==> config.mk <==
export PLATFORM = sky130hd
export DESIGN_NAME = alu_writeback_stage
export DESIGN_NICKNAME = d
export VERILOG_FILES = /design/src/rtl/alu_wb_pkg.sv /design/src/rtl/alu_wb_skid.sv /design/src/rtl/alu_writeback_stage.sv
export SDC_FILE = /design/constraint.sdc
export NUM_CORES = 1
export LEC_CHECK = 0
export ABC_AREA = 0
export BUFFER_PORTS_ARGS = -buffer_cell sky130_fd_sc_hd__buf_2
export CAP_MARGIN = 0
export CORE_ASPECT_RATIO = 1.2
export CORE_UTILIZATION = 40
export DETAILED_ROUTE_END_ITERATION = 10
export PLACE_DENSITY = 0.63
export SKIP_CTS_REPAIR_TIMING = 1
export SLEW_MARGIN = 15
export SYNTH_ARGS = -nofsm -noshare
export SYNTH_HDL_FRONTEND = slang
export SYNTH_SLANG_ARGS = --single-unit
==> constraint.sdc <==
create_clock -name clk -period 1.8 [get_ports clk]
set_input_delay 0 -clock clk [delete_from_list [all_inputs] [get_ports clk]]
set_output_delay 0 -clock clk [all_outputs]
set_load 0.01 [all_outputs]
==> src/rtl/alu_wb_pkg.sv <==
// Shared opcode, flag-index and buffer-entry definitions for the ALU writeback stage.
package alu_wb_pkg;

    localparam int unsigned WB_DATA_W = 16;
    localparam int unsigned WB_DEST_W = 3;

    localparam logic [1:0] OP_ADD = 2'b00;
    localparam logic [1:0] OP_SUB = 2'b01;
    localparam logic [1:0] OP_MUL = 2'b10;
    localparam logic [1:0] OP_CMP = 2'b11;

    localparam int unsigned FLG_N = 3;
    localparam int unsigned FLG_Z = 2;
    localparam int unsigned FLG_C = 1;
    localparam int unsigned FLG_V = 0;

    typedef struct packed {
        logic                 we;
        logic [WB_DEST_W-1:0] dest;
        logic [WB_DATA_W-1:0] data;
        logic [3:0]           flags;
    } wb_entry_t;

endpackage

==> src/rtl/alu_wb_skid.sv <==
// Generic 2-entry valid/ready skid buffer; in_ready is a registered output.
module alu_wb_skid #(
    parameter int unsigned W = 8
) (
    input  logic         clk,
    input  logic         rst_n,
    input  logic         in_valid,
    output logic         in_ready,
    input  logic [W-1:0] in_data,
    output logic         out_valid,
    input  logic         out_ready,
    output logic [W-1:0] out_data
);

    typedef enum logic [1:0] {EMPTY, ONE, TWO} occ_t;

    occ_t         state, next_state;
    logic [W-1:0] head, tail;
    logic         ready_q;
    logic         push, pop;
    logic         load_head, load_tail, head_from_tail;

    assign push      = in_valid & ready_q;
    assign out_valid = (state != EMPTY);
    assign pop       = out_valid & out_ready;
    assign in_ready  = ready_q;
    assign out_data  = head;

    always_comb begin
        next_state     = state;
        load_head      = 1'b0;
        load_tail      = 1'b0;
        head_from_tail = 1'b0;
        case (state)
            EMPTY: if (push) begin
                next_state = ONE;
                load_head  = 1'b1;
            end
            ONE: begin
                if (push && pop) begin
                    load_head = 1'b1;
                end else if (push) begin
                    next_state = TWO;
                    load_tail  = 1'b1;
                end else if (pop) begin
                    next_state = EMPTY;
                end
            end
            TWO: if (pop) begin
                next_state     = ONE;
                head_from_tail = 1'b1;
            end
            default: next_state = EMPTY;
        endcase
    end

    // Ready is computed from the next occupancy so it lands in a flop, keeping out_ready off any in_ready path.
    always_ff @(posedge clk) begin
        if (!rst_n) begin
            state   <= EMPTY;
            head    <= '0;
            tail    <= '0;
            ready_q <= 1'b0;
        end else begin
            state   <= next_state;
            ready_q <= (next_state != TWO);
            if (load_head)
                head <= in_data;
            else if (head_from_tail)
                head <= tail;
            if (load_tail)
                tail <= in_data;
        end
    end

endmodule

==> src/rtl/alu_writeback_stage.sv <==
// ALU writeback stage: opcode result/flag select, 2-entry skid buffer, status register at commit.
// Optional ALU_WB_STICKY_OVF_EN makes status V sticky (cleared by reset or CMP-to-all-ones with V=0).
module alu_writeback_stage
    import alu_wb_pkg::*;
#(
    parameter int unsigned DATA_W = WB_DATA_W,
    parameter int unsigned DEST_W = WB_DEST_W,
    parameter int unsigned DEPTH  = 2
) (
    input  logic              clk,
    input  logic              rst_n,
    input  logic              in_valid,
    output logic              in_ready,
    input  logic [1:0]        in_op,
    input  logic [DEST_W-1:0] in_dest,
    input  logic [DATA_W-1:0] in_sum,
    input  logic [DATA_W-1:0] in_dif,
    input  logic [DATA_W-1:0] in_mul,
    input  logic [3:0]        in_flag_add,
    input  logic [3:0]        in_flag_sub,
    input  logic [3:0]        in_flag_mul,
    input  logic [3:0]        in_flag_cmp,
    output logic              out_valid,
    input  logic              out_ready,
    output logic              out_we,
    output logic [DEST_W-1:0] out_dest,
    output logic [DATA_W-1:0] out_data,
    output logic [3:0]        status
);

    localparam int unsigned EW = $bits(wb_entry_t);

    wb_entry_t  push_entry, head;
    logic       commit;
    logic [3:0] next_status;

    always_comb begin
        push_entry      = '0;
        push_entry.dest = in_dest;
        push_entry.we   = (in_op != OP_CMP);
        case (in_op)
            OP_ADD: begin push_entry.data = in_sum; push_entry.flags = in_flag_add; end
            OP_SUB: begin push_entry.data = in_dif; push_entry.flags = in_flag_sub; end
            OP_MUL: begin push_entry.data = in_mul; push_entry.flags = in_flag_mul; end
            default: begin push_entry.data = '0;    push_entry.flags = in_flag_cmp; end
        endcase
    end

    alu_wb_skid #(.W(EW)) u_skid (
        .clk       (clk),
        .rst_n     (rst_n),
        .in_valid  (in_valid),
        .in_ready  (in_ready),
        .in_data   (push_entry),
        .out_valid (out_valid),
        .out_ready (out_ready),
        .out_data  (head)
    );

    assign out_we   = head.we;
    assign out_dest = head.dest;
    assign out_data = head.data;
    assign commit   = out_valid & out_ready;

    always_comb begin
        next_status = head.flags;
`ifdef ALU_WB_STICKY_OVF_EN
        if (!head.we && !head.flags[FLG_V] && (&head.dest))
            next_status[FLG_V] = 1'b0;
        else
            next_status[FLG_V] = status[FLG_V] | head.flags[FLG_V];
`endif
    end

    always_ff @(posedge clk) begin
        if (!rst_n)
            status <= '0;
        else if (commit)
            status <= next_status;
    end

endmodule

# Word level (Yosys, flattened, before mapping)
# Cells that the tools add are included.
word_totals:
  register_bits: 55
  inputBits: 73
  out_inout_bits: 26
  wordCells: 34
op_classes:
  eq_ne: 6
  n_mux: 16
  bitwise: 2
  reduce_logical: 5
op_table:
  columns: ["cell", "n"]
  rows:
  - ["20-bit case mux with 3 select lines", 1]
  - ["24-bit two-way mux", 2]
  - ["2-bit two-way mux", 5]
  - ["1-bit two-way mux", 6]
  - ["2-bit case mux with 3 select lines", 1]
  - ["2-bit by 1-bit equality test with 1-bit output (second input constant)", 2]
  - ["2-bit equality test (second input constant)", 2]
  - ["2-bit zero test", 2]
  - ["2-bit != test (second input constant)", 2]
  - ["2-bit nonzero test", 2]
  - ["1-bit bitwise AND", 2]
  - ["1-bit case mux with 2 select lines", 1]
  - ["1-bit logical AND", 1]

# Logic depth before layout (Yosys ltp)
# Gate-level depths: netlist of run 1.
logic_depth:
  ltp_word: 7
  mapped_depth: 6
  depth_no_buf: 4

# Hierarchy
# Synthesis of run 1 repeated with hierarchy kept, for this count alone.
unflattened:
  hier_cells: 317
  area_unflattened_um2: 2686.3
modules_own_cells:
  columns: ["mod", "instances", "cells_per_inst", "area_each_um2", "seq_area_each_um2"]
  rows:
  - ["alu_wb_skid", 1, 257, 2063.2, 1021.0]
  - ["alu_writeback_stage", 1, 60, 623.1, 80.1]

# Worst setup path after synthesis of run 1
# OpenSTA, ideal clock, no wires.
synth_path:
  path_type: "reg-to-reg"
  start: "register u_skid.state[1]"
  end: "register status[0]"
  setup_time_ns: 0.128
  t_arrival_ns: 1.177
  t_required_ns: 1.672
  setup_slack_ns: 0.495
  path_stages_with_launch: 6
  path_buffers: 1
  synth_period_minus_slack_ns: 1.305
  path_cell_list: "dfxtp_1 buf_4 or2_2 nand2_1 mux2i_1 nor2_1"
synth_via:
  elab_chain_cells: 2
synth_lines:
  columns: ["element", "line", "rtl"]
  rows:
  - ["start, declared", "alu_wb_skid.sv:17", "occ_t state, next_state;"]
  - ["start signal, assigned", "alu_wb_skid.sv:65", "state <= next_state;"]
  - ["2-bit nonzero test", "alu_wb_skid.sv:24", "assign out_valid = (state != EMPTY);"]
  - ["named net out_valid", "alu_writeback_stage.sv:23", "output logic out_valid,"]
  - ["1-bit bitwise AND", "alu_writeback_stage.sv:63", "assign commit = out_valid & out_ready;"]
  - ["end signal, assigned", "alu_writeback_stage.sv:79", "status <= next_status;"]
  - ["end, declared", "alu_writeback_stage.sv:28", "output logic [3:0] status"]
# The timed path passes the listed nets, and every way through them passes these cells.
# A chain may end at the register's enable or synchronous reset.

# Worst setup path in the final report of run 1
layout_path:
  start: "register u_skid.state[1]"
  end: "register u_skid.head[19] (netlist: u_skid.out_data[19])"
layout_via:
  elab_chain_cells: 6
  word_cells_on_any_way: 12
  classes_between: "2 x eq/ne; 5 x mux; 1 x bitwise; 4 x reduce/logical"
layout_lines:
  columns: ["element", "line", "rtl"]
  rows:
  - ["2-bit nonzero test", "alu_wb_skid.sv:24", null]
  - ["1-bit bitwise AND", "alu_wb_skid.sv:25", "assign pop = out_valid & out_ready;"]
  - ["1-bit logical AND", "alu_wb_skid.sv:40", "if (push && pop) begin"]
  - ["1-bit two-way mux", "alu_wb_skid.sv:40", null]
  - ["1-bit case mux with 2 select lines", "alu_wb_skid.sv:34", "case (state)"]
  - ["24-bit two-way mux or 2-bit nonzero test (tied branches)", null, null]
  - ["end signal, assigned", "alu_wb_skid.sv:68", "head <= in_data;"]
  - ["end signal, assigned", "alu_wb_skid.sv:70", "head <= tail;"]
  - ["end, declared", "alu_wb_skid.sv:18", "logic [W-1:0] head, tail;"]
# Parallel ways exist; a longest one is shown, timed or not.

==> out/summary.log, run 1 <==
INFO  run_status     outcome=complete, but fails checks
INFO  run_status     failed_checks=negative hold slack
INFO  place          place_inst=457
INFO  layout         final_cell_mix=buf_2 (98), dfxtp_1 (54), a21oi_1 (46), mux2i_1 (33), nand2_1 (32)
INFO  setup_path     crit_type=reg -> reg
INFO  detailed_routing vias=2379
INFO  detailed_routing initialDrtViolationCount=93
INFO  global_route   first_global_vias=2313
INFO  logic_synthesis yosysWarningCount=0
INFO  timing         worst_slew_pin_slew=0.570ns
INFO  setup_path     worst-endpoint-required=2.03ns
INFO  timing         postLayoutSetupSlackWorst=0.245ns
INFO  detailed_routing route.detailed.wl_per_inst=13.9um
INFO  timing         maxSlewHeadroom=0.618
INFO  setup_path     cp_max_fo=12
INFO  pwr            logic_pwr_share=0.163
INFO  logic_synthesis synth_seq_cells=55
INFO  clock_tree     cts_clock_pin_slew_for_the_worst_setup_and_hold_paths=0.09ns
INFO  run            drv.max_cap_violation_count=0
INFO  timing         finalSetupTns=0ns
INFO  clock_tree     cts-buffers-inserted=5
INFO  pwr            power.density=737nW/um2
INFO  pwr            p_leak=0.00153uW
INFO  layout         layout.cells.non_filler=469
INFO  setup_path     worst_setup_path_end_kind=flop
INFO  layout         most_common_cell_after_layout_fill_and_taps_aside=buf_2
INFO  detailed_routing route.antenna.remaining_nets=0
INFO  logic_synthesis synth_top_flop_cell=dfxtp_1
INFO  pwr            power.ir.vdd_worst=0.000318V
INFO  detailed_routing firstDrtPassIters=4
INFO  pwr            power.switching_fraction=0.261
INFO  timing         skew=0.00782ns
INFO  global_route   grt_max_degree=28
INFO  global_route   grt_usage=0.191
INFO  timing         final_period_minus_worst_setup_slack=1.55ns
INFO  floorplan      die_w=76.6um
INFO  clock_tree     ctsLongestPathBuffers=2
INFO  floorplan      die_height=91.5um
INFO  detailed_routing detail_route.drc_violations=0
INFO  place          place.gp.congestion=0.769
INFO  detailed_routing total_length_of_routed_wires=6520um
INFO  clock_tree     htree_levels=2
INFO  pwr            switching_power=623uW
INFO  logic_synthesis post_synth_inst_count=302
INFO  layout         layout-area-overhead-vs-synth=21.2%
INFO  layout         antenna_cells=0
INFO  layout         nets=456
INFO  floorplan      initial_utilization=0.415
INFO  pwr            clock_power_share=0.299
INFO  logic_synthesis postSynthAreaPerCell=8.85um2
INFO  timing         max_clock_freq=643MHz
INFO  setup_path     worst-endpoint-arrival=1.79ns
INFO  floorplan      floorplan.die_area=7010um2
INFO  timing         report.final.setup_viol=0
INFO  clock_tree     clockRootBuffer=clkbuf_8
INFO  floorplan      io-pin-count=99
INFO  timing         slew_viol_final=0
INFO  place          port_buffers=98
INFO  pwr            cellInternalPower=1760uW
INFO  clock_tree     clkSinkCount=55
INFO  pwr            report.power.total=2390uW
INFO  timing         count_of_endpoints_failing_hold_in_the_final_timing_report=2
INFO  logic_synthesis synth_fp_nets=375
INFO  place          post-dp-hpwl=4780um
INFO  global_route   grt_overflow_total=0
INFO  global_route   grt_first_pass_wirelength=10700um
INFO  place          place_ws=-0.141ns
INFO  detailed_routing via_per_inst=5.07
INFO  global_route   grt_antenna_before_repair=0
INFO  logic_synthesis synth_seq_area_share=0.412
INFO  clock_tree     cts_tree=built
INFO  floorplan      rows=32
INFO  clock_tree     worst_skew_pair.late_latency=0.31ns
INFO  setup_path     critPathLaunchType=flop
INFO  pwr            share_seq_of_total_power=0.537
INFO  timing         final_min_period_over_clock_period=0.864
INFO  layout         drive_gt1_frac=0.333
INFO  logic_synthesis synthesis.area=2670um2
INFO  floorplan      core_region_area=6450um2
INFO  min_path       hold_path_class=in -> reg
INFO  timing         rsz0062_at_grt=no
INFO  timing         hold_ws=-0.0218ns
INFO  logic_synthesis synth_async_sr_flop_share=0
INFO  logic_synthesis synth_cell_type_count=31
INFO  logic_synthesis edff_count_synth=0
## through the flow
stage	hold WS, ns	instance area, um2	utilization
2_1_floorplan	0.124	2670	-
3_3_place_gp	0.258	3100	0.481
3_5_place_dp	0.259	3100	0.481
4_1_cts	-0.0795	3190	0.496
5_1_grt	0.00132	3240	0.503
6_report	-0.0218	3240	0.503
## registers in the layout (all words and copies together), names as in the netlist
name	count
status	4
u_skid.out_data	24
u_skid.tail	24
u_skid.in_ready	1
u_skid.state	2
## layer usage
layer,global-route usage,share of wire
met1,0.232,0.44
met2,0.330,0.48
met3,0.0482,0.055
met4,0.0593,0.018
met5,0,0
## cells in the mapped netlist, types with 2 or more instances
master	instances	share of area
dfxtp_1	55	0.41
a21oi_1	46	0.086
mux2i_1	33	0.12
nand2_1	32	0.045
nor2_1	29	0.041
buf_4	23	0.065
o21ai_0	13	0.024
o22ai_1	12	0.028
buf_2	11	0.021
o21ai_1	7	0.013
a22oi_1	5	0.014
mux4_2	4	0.034
o2bb2ai_1	4	0.013
buf_6	3	0.013
clkbuf_1	3	0.0042
nor3_1	3	0.0056
o221ai_1	3	0.0098
and3b_1	2	0.0066
nor2b_1	2	0.0047
## worst max-delay path: stages, from the launching register on
cell and delay (ns):
dfxtp_2 0.46, and3b_1 0.26, nand2_2 0.20, nand2_1 0.31
o22ai_1 0.26
## path summary, 6_finish.rpt
check                           start                   to  slack, ns  cells after the start
setup / recovery      u_skid.state[1]  u_skid.out_data[19]       0.25                      4
setup reg to reg      u_skid.state[1]  u_skid.out_data[19]       0.25                      4
hold reg to reg   u_skid.out_data[21]  u_skid.out_data[21]       0.46                      2
hold / removal             in_mul[15]  u_skid.out_data[19]      -0.02                      3
## cells by family after synthesis
group	after synthesis	share of synthesized area
simple gates	77	0.133
mux	37	0.157
buf+inv	41	0.103
compound gates	92	0.194
flops	55	0.412
## power by group through the flow
stage / combinational (uW) / sequential [uW] / clock (uW)
after floorplan: 249 / 1310 / 0
after global placement: 376 / 1310 / 0
after detailed placement: 383 / 1310 / 0
after CTS: 383 / 1280 / 736
after global routing: 432 / 1290 / 792
final: 390 / 1280 / 714
## area by class of cell
class	count	area (um2)
clock buffers	7	86.3
inverters	1	3.75
clock inverters	1	8.76
flip-flops and latches	55	1100
fillers	658	3210
well taps	85	106
multi-input cells	206	1300
repair buffers	114	631
No activity file was read; power rests on OpenSTA's default activity.
==> inputs of run 2 (changes only) <==
--- a/config.mk
+++ b/config.mk
@@ -6,12 +6,13 @@
 export NUM_CORES = 1
 export LEC_CHECK = 0
 export ABC_AREA = 0
-export BUFFER_PORTS_ARGS = -buffer_cell sky130_fd_sc_hd__buf_2
 export CAP_MARGIN = 0
 export CORE_ASPECT_RATIO = 1.2
 export CORE_UTILIZATION = 40
 export DETAILED_ROUTE_END_ITERATION = 10
-export PLACE_DENSITY = 0.63
+export DONT_BUFFER_PORTS = 1
+export HOLD_SLACK_MARGIN = 0.06
+export PLACE_DENSITY = 0.5
 export SKIP_CTS_REPAIR_TIMING = 1
 export SLEW_MARGIN = 15
 export SYNTH_ARGS = -nofsm -noshare
==> run 2 against run 1 <==
The run now ends clean. Combinational power fell by 19%. Wire length rose by 4.9%. Worst hold slack improved by 0.064 ns. Clock-buffer cell count did not move. Largest cell class unchanged.
==> out/summary.log, run 2 (synthesized netlist as in run 1, its figures left out) <==
INFO  layout         nets=385 [was 456]
INFO  detailed_routing met1Wirelength=2980um [was 2890 um]
INFO  global_route   first_global_vias=1837 [was 2313]
INFO  pwr            report.power.total=2340uW [was 2390 uW]
INFO  detailed_routing detail_route.drc_violations=0 [unchanged]
INFO  layout         layout-area-overhead-vs-synth=13.2% [was 21.2%]
INFO  layout         nFillCells=650 [was 658]
INFO  pwr            power.switching_fraction=0.258 [was 0.261]
INFO  detailed_routing via_per_inst=5.48 [was 5.07]
INFO  timing         count_of_endpoints_failing_hold_in_the_final_timing_report=0 [was 2]
INFO  pwr            cellInternalPower=1740uW [was 1760 uW]
INFO  setup_path     worst-endpoint-required=1.99ns [was 2.03 ns]
INFO  clock_tree     ctsLongestPathBuffers=2 [unchanged]
INFO  setup_path     r2r_start=u_skid.state[0] [was u_skid.state[1]]
INFO  layout         post-route-util=0.469 [was 0.503]
INFO  setup_path     critPathSlowestCell=dlygate4sd3_1 [was dfxtp_2]
INFO  floorplan      io-pin-count=99 [unchanged]
INFO  layout         most_common_cell_after_layout_fill_and_taps_aside=dfxtp_1 [was buf_2]
INFO  run            drv.max_cap_violation_count=0 [unchanged]
INFO  detailed_routing route.top_layer_used=met4 [unchanged]
INFO  detailed_routing firstDrtPassIters=4 [unchanged]
INFO  setup_path     crit_type=in -> reg [was reg -> reg]
INFO  detailed_routing wl_met2=3420um [was 3160 um]
INFO  setup_path     capture_instance_of_the_worst_register_to_register_path=u_skid.out_data[6] [was u_skid.out_data[19]]
INFO  setup_path     crit_top_cell=dlygate4sd3_1
INFO  clock_tree     cts_tree=built [unchanged]
INFO  timing         rsz0062_at_grt=no [unchanged]
INFO  setup_path     critPathLaunch=in_op[1] [was u_skid.state[1]]
INFO  pwr            share_seq_of_total_power=0.555 [was 0.537]
INFO  layout         stdcell_area=3030um2 [was 3240 um2]
INFO  timing         max_clock_freq=590MHz [was 643 MHz]
INFO  setup_path     critPathLaunchType=input pin [was flop]
INFO  clock_tree     cts-buffers-inserted=5 [unchanged]
INFO  min_path       hold_path_class=in -> reg [unchanged]
INFO  timing         report.final.setup_viol=0 [unchanged]
INFO  detailed_routing met3WireLength=371um [was 360 um]
INFO  detailed_routing initialDrtViolationCount=71 [was 93]
INFO  setup_path     critical_path.cell_chain=dlygate4sd3_1 -> nor2_1 -> a21oi_1 -> dlygate4sd3_1 -> o22ai_1 [was and3b_1 -> nand2_2 -> nand2_1 -> o22ai_1]
INFO  detailed_routing total_length_of_routed_wires=6840um [was 6520 um]
INFO  setup_path     worst_r2r_path_depth=4 [unchanged]
INFO  setup_path     r2r_slack=0.20ns [was 0.25 ns]
INFO  place          port_buffers=0 [was 98]
INFO  floorplan      rows=32 [unchanged]
INFO  detailed_routing route.antenna.remaining_nets=0 [unchanged]
INFO  layout         drive_gt1_frac=0.0895 [was 0.333]
INFO  setup_path     worst-endpoint-arrival=1.88ns [was 1.79 ns]
INFO  floorplan      die_height=91.5um [unchanged]
INFO  setup_path     worstSetupEndpoint=u_skid.out_data[8] [was u_skid.out_data[19]]
INFO  global_route   grt_antenna_before_repair=0 [unchanged]
INFO  floorplan      floorplan.die_area=7010um2 [unchanged]
INFO  place          place.gp.congestion=0.689 [was 0.769]
INFO  floorplan      initial_utilization=0.415 [unchanged]
INFO  timing         skew=0.00711ns [was 0.00782 ns]
INFO  detailed_routing route.detailed.wl_per_inst=17.2um [was 13.9 um]
INFO  layout         final_cell_mix=dfxtp_1 (55), a21oi_1 (46), mux2i_1 (33), dlygate4sd3_1 (32), nand2_1 (31) [was buf_2 (98), dfxtp_1 (54), a21oi_1 (46), mux2i_1 (33), nand2_1 (32)]
INFO  global_route   grt_usage=0.179 [was 0.191]
INFO  pwr            p_leak=0.00122uW [was 0.00153 uW]
INFO  clock_tree     clockRootBuffer=clkbuf_8 [unchanged]
INFO  clock_tree     htree_levels=2 [unchanged]
INFO  timing         worst_slew_pin_slew=0.930ns [was 0.570 ns]
INFO  pwr            switching_power=605uW [was 623 uW]
INFO  timing         final_min_period_over_clock_period=0.942 [was 0.864]
INFO  timing         final_period_minus_worst_setup_slack=1.69ns [was 1.55 ns]
INFO  timing         maxSlewHeadroom=0.378 [was 0.618]
INFO  pwr            power.density=774nW/um2 [was 737 nW/um2]
INFO  timing         hold_ws=0.0420ns [was -0.0218 ns]
INFO  run_status     outcome=finished, final reports clean [was complete, but fails checks]
INFO  clock_tree     worst_skew_pair.late_latency=0.31ns [about the same]
INFO  global_route   grt_max_degree=37 [was 28]
INFO  pwr            logic_pwr_share=0.135 [was 0.163]
INFO  floorplan      die_w=76.6um [unchanged]
INFO  place          dpl-instance-area=2600um2 [was 3100 um2]
INFO  pwr            power.ir.vdd_worst=0.000402V [was 0.000318 V]
INFO  global_route   grt_overflow_total=0 [unchanged]
INFO  floorplan      core_region_area=6450um2 [unchanged]
INFO  setup_path     critical_path.max_stage_delay=0.96ns [was 0.46 ns]
INFO  place          post-dp-hpwl=4360um [was 4780 um]
INFO  clock_tree     cts_clock_pin_slew_for_the_worst_setup_and_hold_paths=0.10ns [was 0.09 ns]
INFO  setup_path     cp_max_fo=14 [was 12]
INFO  clock_tree     clkSinkCount=55 [unchanged]
INFO  layout         antenna_cells=0 [unchanged]
INFO  detailed_routing vias=2182 [was 2379]
INFO  setup_path     worst_setup_path_end_kind=flop [unchanged]
INFO  timing         slew_viol_final=0 [unchanged]
INFO  pwr            clock_power_share=0.310 [was 0.299]
INFO  global_route   grt_first_pass_wirelength=9670um [was 10700 um]
run 2: changes by cell type in the layout (fill, tap and decap cells not counted), sizes merged:
cell         delta
dlygate4sd3    +29
buf           -100
run 2: worst min-delay path by stage:
stage,startpoint,endpoint,depth (start not counted)
6_report,in_sum[0],u_skid.tail[4],4
5_1_grt,in_sum[0],u_skid.tail[4],4
4_1_cts,in_dest[2],u_skid.tail[22],2
3_5_place_dp,rst_n,u_skid.state[1],1
3_3_place_gp,rst_n,u_skid.state[1],1
2_1_floorplan,out_ready,u_skid.in_ready,2
run 2: per-layer routing:
metal | GRT usage | up-vias
met5 | 0 | -
met4 | 0.0625 | 0
met3 | 0.0523 | 7
met2 | 0.307 | 72
met1 | 0.212 | 1030
li1 | - | 1073
run 2: area by class of cell:
| type | count | area [um2] | share of cell area |
|---|---|---|---|
| tap | 85 | 106 | 0.0352 |
| sequential | 55 | 1100 | 0.364 |
| clock inverter | 1 | 8.76 | 0.00289 |
| inverter | 1 | 3.75 | 0.00124 |
| timing repair buffer | 43 | 415 | 0.137 |
| multi-input combinational | 206 | 1300 | 0.431 |
| clock buffer | 7 | 86.3 | 0.0285 |
run 2: power by group through the flow:
stage	Combinational [uW]	Clock (uW)	Sequential, uW
after floorplan	249	0	1310
after global placement	235	0	1330
after detailed placement	237	0	1330
after CTS	238	745	1300
after global routing	350	784	1310
final	317	727	1300
run 2: critical path: cells and delay by family:
family	cells	cell delay, ns
AND/OR/NAND/NOR	1	0.10
buffers and inverters	2	1.53
AO/OA/AOI/OAI	2	0.24
run 2: per-stage QoR:
| stage | setup slack [ns] | cells | setup TNS (ns) |
|---|---|---|---|
| 6_report | 0.105 | 398 | 0 |
| 5_1_grt | 0.0270 | 398 | 0 |
| 4_1_cts | -0.198 | 366 | -2.07 |
| 3_5_place_dp | -0.179 | 358 | -1.86 |
| 3_3_place_gp | -0.118 | 358 | -1.35 |
| 2_1_floorplan | 0.495 | 302 | 0 |
==> inputs of run 3 (changes only) <==
--- a/config.mk
+++ b/config.mk
@@ -5,10 +5,11 @@
 export SDC_FILE = /design/constraint.sdc
 export NUM_CORES = 1
 export LEC_CHECK = 0
-export ABC_AREA = 0
+export ABC_AREA = 1
 export CAP_MARGIN = 0
 export CORE_ASPECT_RATIO = 1.2
 export CORE_UTILIZATION = 40
+export CTS_BUF_LIST = sky130_fd_sc_hd__clkbuf_4
 export DETAILED_ROUTE_END_ITERATION = 10
 export DONT_BUFFER_PORTS = 1
 export HOLD_SLACK_MARGIN = 0.06
==> run 3 against run 2 <==
The run now ends with negative hold slack left. Wire length rose by 11%. Clock power shrank 25%. Synthesized cell count rose by 47%. Critical path type unchanged. Critical endpoint is now u_skid.tail[19]. Largest cell class unchanged.
==> out/summary.log, run 3 <==
INFO  run_status     outcome=complete, but fails checks [was finished, final reports clean]
INFO  run_status     failed_checks=negative hold slack
INFO  timing         slew_viol_final=0 [unchanged]
INFO  setup_path     cp_max_fo=2 [was 14]
INFO  logic_synthesis yosysWarningCount=0 [unchanged]
INFO  clock_tree     clockRootBuffer=clkbuf_4 [was clkbuf_8]
INFO  detailed_routing via_per_inst=4.95 [was 5.48]
INFO  clock_tree     cts_clock_pin_slew_for_the_worst_setup_and_hold_paths=0.17ns [was 0.10 ns]
INFO  logic_synthesis synthesis.area=2840um2 [was 2670 um2]
INFO  layout         nFillCells=751 [was 650]
INFO  setup_path     worstSetupEndpoint=u_skid.tail[19] [was u_skid.out_data[8]]
INFO  logic_synthesis edff_count_synth=0 [unchanged]
INFO  floorplan      core_region_area=6850um2 [was 6450 um2]
INFO  run            drv.max_cap_violation_count=0 [unchanged]
INFO  timing         skew=0.0150ns [was 0.00711 ns]
INFO  logic_synthesis yosys.area.top_type_share=0.388 [was 0.412]
INFO  layout         final_cell_mix=nand2_1 (149), nor2_1 (79), dlygate4sd3_1 (55), dfxtp_1 (55), nand3_1 (33) [was dfxtp_1 (55), a21oi_1 (46), mux2i_1 (33), dlygate4sd3_1 (32), nand2_1 (31)]
INFO  logic_synthesis synth_top_flop_cell=dfxtp_1 [unchanged]
INFO  layout         drive_gt1_frac=0.0568 [was 0.0895]
INFO  global_route   grt_usage=0.201 [was 0.179]
INFO  logic_synthesis synth_async_sr_flop_share=0 [unchanged]
INFO  timing         rsz0062_at_grt=no [unchanged]
INFO  detailed_routing route.detailed.wl_per_inst=13.5um [was 17.2 um]
INFO  timing         final_period_minus_worst_setup_slack=1.67ns [was 1.69 ns]
INFO  pwr            power.ir.vdd_worst=0.000352V [was 0.000402 V]
INFO  setup_path     critPathLaunch=in_mul[15] [was in_op[1]]
INFO  clock_tree     cts-buffers-inserted=5 [unchanged]
INFO  logic_synthesis yosysTopAreaCell=dfxtp_1 [unchanged]
INFO  pwr            power.density=675nW/um2 [was 774 nW/um2]
INFO  min_path       hold_path_class=in -> reg [unchanged]
INFO  setup_path     critical_path.cell_chain=dlygate4sd3_1 -> nand2_1 -> dlygate4sd3_1 -> nand3_1 -> dlygate4sd3_1 -> nand2_1 -> a21oi_1 [was dlygate4sd3_1 -> nor2_1 -> a21oi_1 -> dlygate4sd3_1 -> o22ai_1]
INFO  setup_path     worst_r2r_path_depth=8 [was 4]
INFO  global_route   first_global_vias=2326 [was 1837]
INFO  timing         count_of_endpoints_failing_hold_in_the_final_timing_report=1 [was 0]
INFO  logic_synthesis leading_post_synthesis_cells_by_instance_count=nand2_1 (149), nor2_1 (79), dfxtp_1 (55), nand3_1 (33), a21oi_1 (26) [was dfxtp_1 (55), a21oi_1 (46), mux2i_1 (33), nand2_1 (32), nor2_1 (29)]
INFO  timing         report.final.setup_viol=0 [unchanged]
INFO  timing         max_clock_freq=600MHz [was 590 MHz]
INFO  place          place_inst=498 [was 358]
INFO  logic_synthesis synth_fp_nets=516 [was 375]
INFO  layout         layout-area-overhead-vs-synth=18.7% [was 13.2%]
INFO  detailed_routing firstDrtPassIters=5 [was 4]
INFO  global_route   grt_overflow_total=0 [unchanged]
INFO  clock_tree     worst_skew_pair.late_latency=0.37ns [was 0.31 ns]
INFO  clock_tree     clkSinkCount=55 [unchanged]
INFO  place          port_buffers=0 [unchanged]
INFO  setup_path     timing.critical_path.max_delay_family=buffers and inverters [unchanged]
INFO  detailed_routing vias=2781 [was 2182]
INFO  logic_synthesis synth_seq_cells=55 [unchanged]
INFO  pwr            p_leak=0.00147uW [was 0.00122 uW]
INFO  floorplan      floorplan.die_area=7440um2 [was 7010 um2]
INFO  setup_path     worst_setup_path_end_kind=flop [unchanged]
INFO  layout         layout.cells.non_filler=562 [was 398]
INFO  setup_path     crit_top_cell=dlygate4sd3_1 [unchanged]
INFO  detailed_routing total_length_of_routed_wires=7580um [was 6840 um]
INFO  setup_path     worst-endpoint-arrival=1.98ns [was 1.88 ns]
INFO  layout         most_common_cell_after_layout_fill_and_taps_aside=nand2_1 [was dfxtp_1]
INFO  setup_path     worst-endpoint-required=2.11ns [was 1.99 ns]
INFO  global_route   grt_first_pass_wirelength=11400um [was 9670 um]
INFO  timing         final_min_period_over_clock_period=0.926 [was 0.942]
INFO  setup_path     r2r_slack=0.36ns [was 0.20 ns]
INFO  layout         post-route-util=0.492 [was 0.469]
INFO  logic_synthesis synth_cell_type_count=19 [was 31]
INFO  setup_path     capture_instance_of_the_worst_register_to_register_path=u_skid.tail[17] [was u_skid.out_data[6]]
INFO  place          dpl-instance-area=2740um2 [was 2600 um2]
INFO  detailed_routing detail_route.drc_violations=0 [unchanged]
INFO  setup_path     timing.critical_path.depth=7 [was 5]
INFO  setup_path     cp.buffers_inverters=3 [was 2]
INFO  floorplan      die_height=94.3um [was 91.5 um]
INFO  global_route   grt_antenna_before_repair=0 [unchanged]
INFO  logic_synthesis synth_seq_area_share=0.388 [was 0.412]
INFO  setup_path     critPathSlowestCell=dlygate4sd3_1 [unchanged]
INFO  detailed_routing initialDrtViolationCount=167 [was 71]
INFO  floorplan      initial_utilization=0.414 [was 0.415]
INFO  timing         worst_slew_pin_slew=0.547ns [was 0.930 ns]
INFO  setup_path     crit_type=in -> reg [unchanged]
INFO  setup_path     critical_path.max_stage_delay=0.58ns [was 0.96 ns]
INFO  setup_path     r2r_start=u_skid.state[1] [was u_skid.state[0]]
INFO  floorplan      rows=33 [was 32]
INFO  setup_path     critPathLaunchType=input pin [unchanged]
INFO  timing         finalSetupTns=0ns [unchanged]
INFO  floorplan      io-pin-count=99 [unchanged]
INFO  clock_tree     cts_tree=built [unchanged]
INFO  detailed_routing route.antenna.remaining_nets=0 [unchanged]
INFO  logic_synthesis postSynthAreaPerCell=6.41um2 [was 8.85 um2]
INFO  floorplan      die_w=78.9um [was 76.6 um]
INFO  logic_synthesis post_synth_inst_count=443 [was 302]
INFO  timing         hold_ws=-0.00191ns [was 0.0420 ns]
INFO  layout         nets=547 [was 385]
INFO  logic_synthesis synth.area.top_cells=dfxtp_1 (39%), nand2_1 (20%), nor2_1 (10%) [was dfxtp_1 (41%), mux2i_1 (12%), a21oi_1 (8.6%)]
INFO  timing         maxSlewHeadroom=0.635 [was 0.378]
INFO  place          place.gp.congestion=0.745 [was 0.689]
INFO  layout         antenna_cells=0 [unchanged]
INFO  global_route   grt_max_degree=31 [was 37]
INFO  clock_tree     ctsLongestPathBuffers=2 [unchanged]
INFO  logic_synthesis synth.most_common_cell=nand2_1 [was dfxtp_1]
INFO  layout         stdcell_area=3370um2 [was 3030 um2]
INFO  place          post-dp-hpwl=4980um [was 4360 um]
INFO  clock_tree     htree_levels=2 [unchanged]
[run 3: final cells by class]
cell class,instances,area [um2],share of cell area
multi-input combinational,325,1390,0.411
sequential,55,1100,0.327
timing repair buffer,64,631,0.187
tap,87,109,0.0323
inverter,23,86.3,0.0256
clock buffer,5,37.5,0.0111
clock inverter,3,20.0,0.00594
[run 3: how the worst min path moves through the flow]
stage | from | to | slack [ns] | cells past startpoint
after global placement | rst_n | u_skid.out_data[5] | 0.12 | 2
final | in_dif[13] | u_skid.out_data[17] | -0.002 | 6
after floorplan | in_dest[0] | u_skid.out_data[20] | 0.13 | 2
after CTS | rst_n | u_skid.out_data[19] | -0.30 | 2
after detailed placement | rst_n | u_skid.out_data[5] | 0.12 | 2
after global routing | in_dif[13] | u_skid.out_data[17] | 0.06 | 6
[run 3: worst min-delay path: cells and delay by family]
kind | cells | cell delay [ns]
simple gates | 6 | 0.35
[run 3: through the flow]
stage | power [uW] | setup slack [ns]
2_1_floorplan | 1610 | 0.595
3_3_place_gp | 1620 | 0.403
3_5_place_dp | 1620 | 0.387
4_1_cts | 2170 | 0.338
5_1_grt | 2420 | 0.0648
6_report | 2270 | 0.134
[run 3: logic make-up after synthesis]
kind of cell | share of synthesized area
and+or+nand+nor | 0.400
DFF | 0.388
buffers and inverters | 0.124
AOI/OAI and AO/OA | 0.0881
[run 3: layer usage]
| layer | global-route usage | up-vias | routed length [um] |
|---|---|---|---|
| met5 | 0 | - | 0 |
| met4 | 0.0667 | 0 | 133 |
| met3 | 0.0447 | 10 | 437 |
| met2 | 0.349 | 87 | 3790 |
| met1 | 0.245 | 1250 | 3220 |
| li1 | - | 1434 | - |
[run 3: report_power, final]
part	internal (uW)	switching (uW)
Clock	151	397
Combinational	196	208
Sequential	1270	50.1
Total	1620	654
